--- src/rtl/hs32_decode_q_pkg.sv ---
// Shared hs32 decode definitions: opcode classes, memory sub-ops, ALU codes,
// control-signal bit indices, instruction field positions and the decoded-field bundle.
package hs32_decode_q_pkg;

    localparam logic [3:0] CLS_ALU_RR = 4'h0;
    localparam logic [3:0] CLS_ALU_RI = 4'h1;
    localparam logic [3:0] CLS_MEM    = 4'h2;

    localparam logic [3:0] MEM_LDRI = 4'h0;
    localparam logic [3:0] MEM_LDR  = 4'h1;
    localparam logic [3:0] MEM_LDRA = 4'h2;
    localparam logic [3:0] MEM_STRI = 4'h4;
    localparam logic [3:0] MEM_STR  = 4'h5;
    localparam logic [3:0] MEM_STRA = 4'h6;

    typedef enum logic [2:0] {
        ALU_ADD = 3'd0,
        ALU_SUB = 3'd1,
        ALU_AND = 3'd2,
        ALU_OR  = 3'd3,
        ALU_XOR = 3'd4,
        ALU_BIC = 3'd5,
        ALU_MOV = 3'd6,
        ALU_CMP = 3'd7
    } aluop_t;

    localparam int CTL_LEGAL = 0;
    localparam int CTL_IMM   = 1;
    localparam int CTL_RNSH  = 2;
    localparam int CTL_MRD   = 3;
    localparam int CTL_MWR   = 4;
    localparam int CTL_WB    = 5;
    localparam int CTL_FLAG  = 6;

    localparam int RD_LSB  = 20;
    localparam int RM_LSB  = 16;
    localparam int RN_LSB  = 12;
    localparam int SH_LSB  = 7;
    localparam int IMM_LSB = 0;

    typedef struct packed {
        logic        illegal;
        logic [15:0] ctlsig;
        logic [3:0]  rd;
        logic [3:0]  rm;
        logic [3:0]  rn;
        logic [4:0]  shift;
        aluop_t      aluop;
    } dec_fields_t;

endpackage

--- src/rtl/hs32_decode_fifo.sv ---
// Generic WIDTH x DEPTH synchronous queue; pop_data shows the head entry combinationally.
// Push is ignored when full and pop when empty; DEPTH must be a power of two >= 2.
module hs32_decode_fifo #(
    parameter int WIDTH = 8,
    parameter int DEPTH = 2
) (
    input  logic                     clk,
    input  logic                     reset,
    input  logic                     push,
    input  logic [WIDTH-1:0]         push_data,
    input  logic                     pop,
    output logic [WIDTH-1:0]         pop_data,
    output logic [$clog2(DEPTH):0]   count,
    output logic                     full,
    output logic                     empty
);
    localparam int AW = $clog2(DEPTH);
    localparam logic [AW:0] FULL_CNT = (AW+1)'(DEPTH);

    logic [WIDTH-1:0] mem [DEPTH];
    logic [AW-1:0]    wr_ptr;
    logic [AW-1:0]    rd_ptr;
    logic             do_push;
    logic             do_pop;

    assign full     = (count == FULL_CNT);
    assign empty    = (count == '0);
    assign do_push  = push && !full;
    assign do_pop   = pop && !empty;
    assign pop_data = mem[rd_ptr];

    // Pointers wrap naturally because DEPTH is a power of two.
    always_ff @(posedge clk) begin
        if (reset) begin
            wr_ptr <= '0;
            rd_ptr <= '0;
            count  <= '0;
            for (int i = 0; i < DEPTH; i++) mem[i] <= '0;
        end else begin
            if (do_push) begin
                mem[wr_ptr] <= push_data;
                wr_ptr      <= wr_ptr + AW'(1);
            end
            if (do_pop) rd_ptr <= rd_ptr + AW'(1);
            case ({do_push, do_pop})
                2'b10:   count <= count + (AW+1)'(1);
                2'b01:   count <= count - (AW+1)'(1);
                default: ;
            endcase
        end
    end

endmodule

--- src/rtl/hs32_decode_q.sv ---
// Queued hs32 decode stage: 1-cycle latency, fetch is stalled only when the DEPTH-entry queue is full.
// HS32_DECODE_ILLEGAL_EN: enqueue illegal words flagged for trapping; otherwise they are silently dropped.
module hs32_decode_q
    import hs32_decode_q_pkg::*;
#(
    parameter int IW    = 32,
    parameter int DEPTH = 2,
    parameter int XW    = 32
) (
    input  logic          clk,
    input  logic          reset,
    input  logic [IW-1:0] instd,
    input  logic          ackd,
    output logic          reqd,
    output logic          valid_o,
    input  logic          ready_i,
    output logic [2:0]    aluop,
    output logic [4:0]    shift,
    output logic [XW-1:0] imm,
    output logic [3:0]    rd,
    output logic [3:0]    rm,
    output logic [3:0]    rn,
    output logic [15:0]   ctlsig,
    output logic          illegal
);
    localparam int CW = $clog2(DEPTH) + 1;

    typedef struct packed {
        dec_fields_t   f;
        logic [XW-1:0] imm;
    } bundle_t;

    function automatic bundle_t decode(input logic [IW-1:0] w);
        bundle_t     b;
        logic [7:0]  op;
        logic [15:0] imm16;
        logic        legal;
        b      = '0;
        op     = w[IW-1 -: 8];
        imm16  = w[IMM_LSB +: 16];
        legal  = 1'b0;
        b.f.rd = w[RD_LSB +: 4];
        b.f.rm = w[RM_LSB +: 4];
        case (op[7:4])
            CLS_ALU_RR, CLS_ALU_RI: begin
                legal          = !op[3];
                b.f.aluop      = aluop_t'(op[2:0]);
                b.f.ctlsig[CTL_WB]   = (b.f.aluop != ALU_CMP);
                b.f.ctlsig[CTL_FLAG] = (b.f.aluop == ALU_CMP) || (b.f.aluop == ALU_SUB);
                if (op[7:4] == CLS_ALU_RR) begin
                    b.f.rn    = w[RN_LSB +: 4];
                    b.f.shift = w[SH_LSB +: 5];
                    b.f.ctlsig[CTL_RNSH] = 1'b1;
                end else begin
                    b.imm = XW'(imm16);
                    b.f.ctlsig[CTL_IMM] = 1'b1;
                end
            end
            CLS_MEM: begin
                b.f.aluop = ALU_ADD;
                legal     = 1'b1;
                case (op[3:0])
                    MEM_LDRI, MEM_STRI: begin
                        b.imm = XW'($signed(imm16));
                        b.f.ctlsig[CTL_IMM] = 1'b1;
                    end
                    MEM_LDRA, MEM_STRA: begin
                        b.f.rn    = w[RN_LSB +: 4];
                        b.f.shift = w[SH_LSB +: 5];
                        b.f.ctlsig[CTL_RNSH] = 1'b1;
                    end
                    MEM_LDR, MEM_STR: ;
                    default: legal = 1'b0;
                endcase
                // Sub-op bit 2 selects store vs load.
                b.f.ctlsig[CTL_MRD] = !op[2];
                b.f.ctlsig[CTL_MWR] = op[2];
                b.f.ctlsig[CTL_WB]  = !op[2];
            end
            default: legal = 1'b0;
        endcase
        if (legal) begin
            b.f.ctlsig[CTL_LEGAL] = 1'b1;
        end else begin
            b = '0;
            b.f.illegal = 1'b1;
        end
        return b;
    endfunction

    bundle_t       dec;
    bundle_t       head_raw;
    bundle_t       last_q;
    bundle_t       head;
    bundle_t       shown;
    logic          push;
    logic          pop;
    logic          full;
    logic          empty;
    logic [CW-1:0] count;

    assign dec     = decode(instd);
    assign reqd    = !full && !reset;
    assign valid_o = !empty && !reset;
    assign pop     = valid_o && ready_i;

`ifdef HS32_DECODE_ILLEGAL_EN
    assign push = ackd && reqd;
`else
    assign push = ackd && reqd && dec.f.ctlsig[CTL_LEGAL];
`endif

    hs32_decode_fifo #(
        .WIDTH ($bits(bundle_t)),
        .DEPTH (DEPTH)
    ) u_fifo (
        .clk       (clk),
        .reset     (reset),
        .push      (push),
        .push_data (dec),
        .pop       (pop),
        .pop_data  (head_raw),
        .count     (count),
        .full      (full),
        .empty     (empty)
    );

    // Once drained, keep presenting the last popped bundle rather than a stale slot.
    always_ff @(posedge clk) begin
        if (reset)    last_q <= '0;
        else if (pop) last_q <= head_raw;
    end

    assign head  = empty ? last_q : head_raw;
    assign shown = reset ? '0 : head;

    assign aluop  = shown.f.aluop;
    assign shift  = shown.f.shift;
    assign imm    = shown.imm;
    assign rd     = shown.f.rd;
    assign rm     = shown.f.rm;
    assign rn     = shown.f.rn;
    assign ctlsig = shown.f.ctlsig;

`ifdef HS32_DECODE_ILLEGAL_EN
    assign illegal = shown.f.illegal;
`else
    assign illegal = 1'b0;
    a_no_illegal_queued: assert property (@(posedge clk) disable iff (reset)
        !(valid_o && head.f.illegal));
`endif

    a_count_bound: assert property (@(posedge clk) disable iff (reset)
        count <= CW'(DEPTH));

endmodule

--- config.mk ---
export PLATFORM = sky130hd
export DESIGN_NAME = hs32_decode_q
export DESIGN_NICKNAME = d
export VERILOG_FILES = /design/src/rtl/hs32_decode_q_pkg.sv /design/src/rtl/hs32_decode_fifo.sv /design/src/rtl/hs32_decode_q.sv
export SDC_FILE = /design/constraint.sdc
export NUM_CORES = 1
export LEC_CHECK = 0
export BUFFER_PORTS_ARGS = -buffer_cell sky130_fd_sc_hd__buf_2
export CAP_MARGIN = 15
export CORE_ASPECT_RATIO = 1.5
export CORE_MARGIN = 1
export CORE_UTILIZATION = 45
export DETAILED_ROUTE_END_ITERATION = 16
export PLACE_DENSITY = 0.66
export RECOVER_POWER = 50
export SLEW_MARGIN = 25
export SYNTH_ARGS = -nofsm -noshare
export SYNTH_HDL_FRONTEND = slang
export SYNTH_SLANG_ARGS = --single-unit
--- constraint.sdc ---
create_clock -name clk -period 9.8 [get_ports clk]
set_clock_uncertainty 0.15 [all_clocks]
set_input_delay 0.98 -clock clk [delete_from_list [all_inputs] [get_ports clk]]
set_output_delay 0.98 -clock clk [all_outputs]
set_load 0.01 [all_outputs]
# ---- Word-level counts from Yosys, hierarchy flattened
# Memories as Yosys holds them, arrays and structs flattened. A register that Yosys moved wholly into a read port is not among the register bits.
# Index checks and enable logic that the tools add are counted.
dict set report totals {
  out_inout_bits 71
  ramBits 138
  mem_count 1
  wordCells 81
  ff_bits 72
  input_bits 36
}
dict set report classes {
  n_eq_ne 13
  add_sub_neg 4
  reduce_logical 22
  muxes 31
}
# name words word_bits rd rd_clocked_by_memory_dff write_ports line_no
set mem_list {}
lappend mem_list {u_fifo.mem 2 69 1 1 2 hs32_decode_fifo.sv:20} ;# logic [WIDTH-1:0] mem [DEPTH];
# op n
set op_table {}
lappend op_table {{$mux W68} 2}
lappend op_table {{$pmux W44 S2} 1}
lappend op_table {{$mux W69} 1}
lappend op_table {{$reduce_or A69 Y1} 1}
lappend op_table {{$mux W52} 1}
lappend op_table {{$mux W16} 2}
lappend op_table {{$mux W32} 1}
lappend op_table {{$mux W9} 2}
lappend op_table {{$mux W1} 16}
lappend op_table {{$eq A4 B3 Y1 const B} 3}
lappend op_table {{$eq A4 B1 Y1 const B} 2}
lappend op_table {{$eq A4 B2 Y1 const B} 2}
lappend op_table {{$logic_not A4 Y1} 2}
lappend op_table {{$pmux W2 S2} 2}
lappend op_table {{$logic_and A1 B1 Y1} 7}
lappend op_table {{$reduce_or A2 Y1} 3}
lappend op_table {{$reduce_or A6 Y1} 1}
lappend op_table {{$logic_not A1 Y1} 5}
lappend op_table {{$eq A2 B2 Y1 const B} 2}
lappend op_table {{$pmux W1 S2} 2}
lappend op_table {{$eq A3 B1 Y1 const B} 1}
lappend op_table {{$eq A3 B3 Y1 const B} 1}
lappend op_table {{$ne A3 B3 Y1 const B} 1}
lappend op_table {{$add A1 B1 Y1 const B} 2}
lappend op_table {{other kinds (7)} 7}

# ---- Logic depth before layout (Yosys ltp)
dict set report depth {
  word_depth 12
  mapped_depth 10
  depth_no_buf 7
}

# ---- By module
# Synthesis repeated with hierarchy kept, for this count alone.
dict set report unflattened {
  cells_unflattened 947
  area_unflattened_um2 10602.7
}
# mod cells_per_inst seq_area_each_um2 area_per_inst_um2 n_inst
set modules_own_cells {}
lappend modules_own_cells {hs32_decode_fifo 472 4244.1 6278.5 1}
lappend modules_own_cells {hs32_decode_q 475 1361.3 4324.1 1}

# ---- Worst setup path before layout
# Ideal clock, no wire load.
dict set report synth_path {
  path_type {input-to-reg}
  startpoint {in reset}
  endpoint {mem u_fifo.mem[0][0] (netlist bit) (enable)}
  n_path_buf 1
  stages 4
  setup_slack_ns 4.448
  t_arrival_ns 4.695
  setup_time_ns 0.507
  cell_sequence {buf_2 nor2b_2 o2111ai_4 o21ai_0}
}
# element line_no
set synth_lines {}
lappend synth_lines {{from (decl)} hs32_decode_q.sv:11} ;# input logic reset,
lappend synth_lines {{to (decl)} hs32_decode_fifo.sv:20}

==> results.tsv <==
stage	metric	value	unit
global_route	grt_use_total	21.13	%
worst_hold_path	hold_depth	2	
worst_setup_path	crit_path_max_incr_delay	2010	ps
logic_synthesis	yosysTopAreaCellShare	39.74	%
global_route	grt_max_degree	90	
clocking	hold_buffers	0	
status	status	finished with violations	
placed_design	place.gp.congestion	0.7821	
floorplanning	start_util	45.98	%
timing	fmax	0.1704	GHz
logic_synthesis	synth.avg_cell_area	11.06	um2
placed_design	placedCellCount	831	
timing	hold_violations	0	
logic_synthesis	ys_types	46	
logic_synthesis	synthTopCellsByArea	edfxtp_1, dfxtp_1, mux2i_1	
floorplanning	core	14460	um2
timing	setup_viol	0	
worst_setup_path	required	9620	ps
worst_setup_path	critical_path_arrival	5680	ps
worst_setup_path	r2r_end	u_fifo.mem[0][14]	
global_route	grt_pass1_wl	24.25	mm
timing	rsz0062_at_grt	no	
clocking	clk_pin_slew	60	ps
detailed_routing	remaining_drc_errors	0	
worst_setup_path	critPathSlowestCell	clkbuf_1	
floorplanning	fp.dieArea	15280	um2
worst_setup_path	crit_top_cell	clkbuf_1	
logic_synthesis	ys_seq_area_share	54.50	%
worst_setup_path	start_kind	input pin	
pwr	power.density	176.9	nW/um2
logic_synthesis	synth_top_area_cell	edfxtp_1	
detailed_routing	totalWireLength	15.44	mm
finish	fin_area	7528	um2
worst_hold_path	hold_class	flip-flop to flip-flop	
timing	slew_headroom	-90.46	%
detailed_routing	via_per_inst	5.640	
timing	tightest_slew	2857	ps
floorplanning	std_cell_rows	54	
status	violations	max-capacitance violations, max-slew violations	
global_route	grt_pass1_vias	4725	
clocking	cts_num_sinks	137	
flow_run	drv_cap	6	
placed_design	dp_hpwl	9.704	mm
global_route	antenna_found_initial	0	
placed_design	placed_cell_area	7030	um2
worst_hold_path	worstHoldStart	last_q[15]	
worst_setup_path	path_cells	buf_2 -> clkbuf_1 -> nor2b_1 -> o2111ai_2 -> clkbuf_1 -> nand2_4	
placed_design	portBuffers	96	
finish	area_growth	13.23	%
finish	diodes	0	
worst_setup_path	r2r_start	u_fifo.count[0]	
detailed_routing	drt_iter0_drc	352	
worst_setup_path	cp_max_fo	52	
detailed_routing	vias	4867	
worst_setup_path	worstSetupPathType	input pin to flip-flop	
clocking	post_cts_buffers	0	
detailed_routing	first_pass_iters	5	
finish	final_common_cell	buf_2	
timing	fin_crit_sh	59.89	%
worst_setup_path	reg2reg_depth	4	
finish	finalNonFillerCells	863	
clocking	cts_max_path_buffers	2	
floorplanning	die_x	101.3	um
worst_setup_path	critPathCaptureType	flip-flop	
logic_synthesis	ys_ff_latch	137	
pwr	peakVddDrop	0.1185	mV
worst_hold_path	whs_endpoint	last_q[15]	
clocking	h-tree-depth	4	
pwr	leakagePower	2.627	nW
finish	mostFrequentLayoutCells	buf_2, edfxtp_1, nor2_1	
logic_synthesis	yosysWarnings	0	
timing	finalSetupTns	0	ps
clocking	cts_buffers	17	
logic_synthesis	synth_area	6649	um2
worst_setup_path	cpLargestDelayFamily	buffers and inverters	
clocking	insertion_delay	410	ps
logic_synthesis	synth_cells	601	
clocking	cts_root_buf	clkbuf_16	
floorplanning	chipHeight	150.9	um
pwr	total_power	1.332	mW
timing	slew_violations	179	
clocking	cts_resized	0	
worst_setup_path	path_buf_inv	3	
finish	post-route-util	52.07	%
global_route	overflow	0	
finish	fin_nets	691	
clocking	cts_tree	built	
floorplanning	ios	107	
detailed_routing	ant_nets	0	
worst_setup_path	ff2ff_setup_slack	5730	ps
detailed_routing	wire_per_inst	17.89	um
timing	period_needed	5869	ps
finish	drive_gt1_share	25.49	%
-- worst min-delay path, stage by stage (launching register included) --
cell and delay [ps]:
dfxtp_1 320, o211ai_1 80, o21ai_0 70
-- routing by layer --
metal | vias up | global-route usage [%] | part of all wire [%]
li1 | 2293 | - | -
met1 | 2372 | 24.56 | 40
met2 | 176 | 36.43 | 53
met3 | 26 | 5.215 | 4.9
met4 | 0 | 9.638 | 2.2
met5 | - | 0 | 0
-- cells in the mapped netlist, drive strengths merged --
master and instances:
nor4b 2, xnor2 2, o21ai 48, ha 1, o2bb2ai 1, nor2b 4
edfxtp 88, nor2 66, and2 1, nor3 53, xor2 1, nand3 6
dfxtp 49, nand2b 2, a211oi 46, o211ai 44, or3 2, nand2 7
or2 1, nor4 4, nor3b 15, o21bai 1, o2111ai 2, mux2i 44
conb 1, buf 58, nand4b 1, a21o 1, clkbuf 22, a21oi 5
inv 23
-- metrics by stage --
step / hold WS [ps] / worst slack (ps)
CTS: 357.5 / 5614
detailed placement: 342.1 / 6022
global placement: 333.7 / 6080
global route: 383.6 / 3471
floorplan: 323.8 / 4449
finish: 355.8 / 3931
-- flip-flops by register name (all words and copies together), names as in the netlist, named ones only --
register,cells
u_fifo.mem,88
u_fifo.count,2
u_fifo.wr_ptr,1
u_fifo.rd_ptr,1
last_q,44
-- worst max-delay path by stage --
stage / startpoint / end / depth (start not counted)
after detailed placement: reset / u_fifo.mem[1][58] / 6
after global placement: reset / imm[16] / 4
after CTS: u_fifo.count[0] / imm[24] / 5
after floorplan: reset / u_fifo.mem[0][0] / 4
after global routing: reset / u_fifo.mem[0][39] / 6
final: reset / u_fifo.mem[1][39] / 6
-- power breakdown --
| part | total (mW) | switching [mW] | internal [mW] | leakage [nW] |
|---|---|---|---|---|
| clock | 0.620 | 0.246 | 0.374 | 0.271 |
| combinational | 0.0802 | 0.0585 | 0.0217 | 1.04 |
| sequential | 0.631 | 0.00490 | 0.627 | 1.32 |
| total | 1.33 | 0.309 | 1.02 | 2.63 |
-- area by class of cell --
class	instances	area [um2]
Fill cell	1355	6930
Sequential cell	137	3625
Multi-Input combinational cell	370	2457
Timing Repair Buffer	105	536.8
Clock buffer	17	425.4
Tap cell	196	245.2
Clock inverter	15	152.6
Inverter	23	86.33
-- cell families (layout without fill, tap and decap cells) --
group,Yosys count,count (layout),share of synthesized area [%]
buf+inv,103,160,8.355
compound gates,148,148,15.92
fa+ha+maj,1,1,0.1882
flops,137,137,54.50
xor+xnor,3,3,0.3953
simple gates,164,164,13.96
other cells,1,10,0.05640
mux,44,44,6.624
Note: power is estimated with default switching activity, not from simulation.
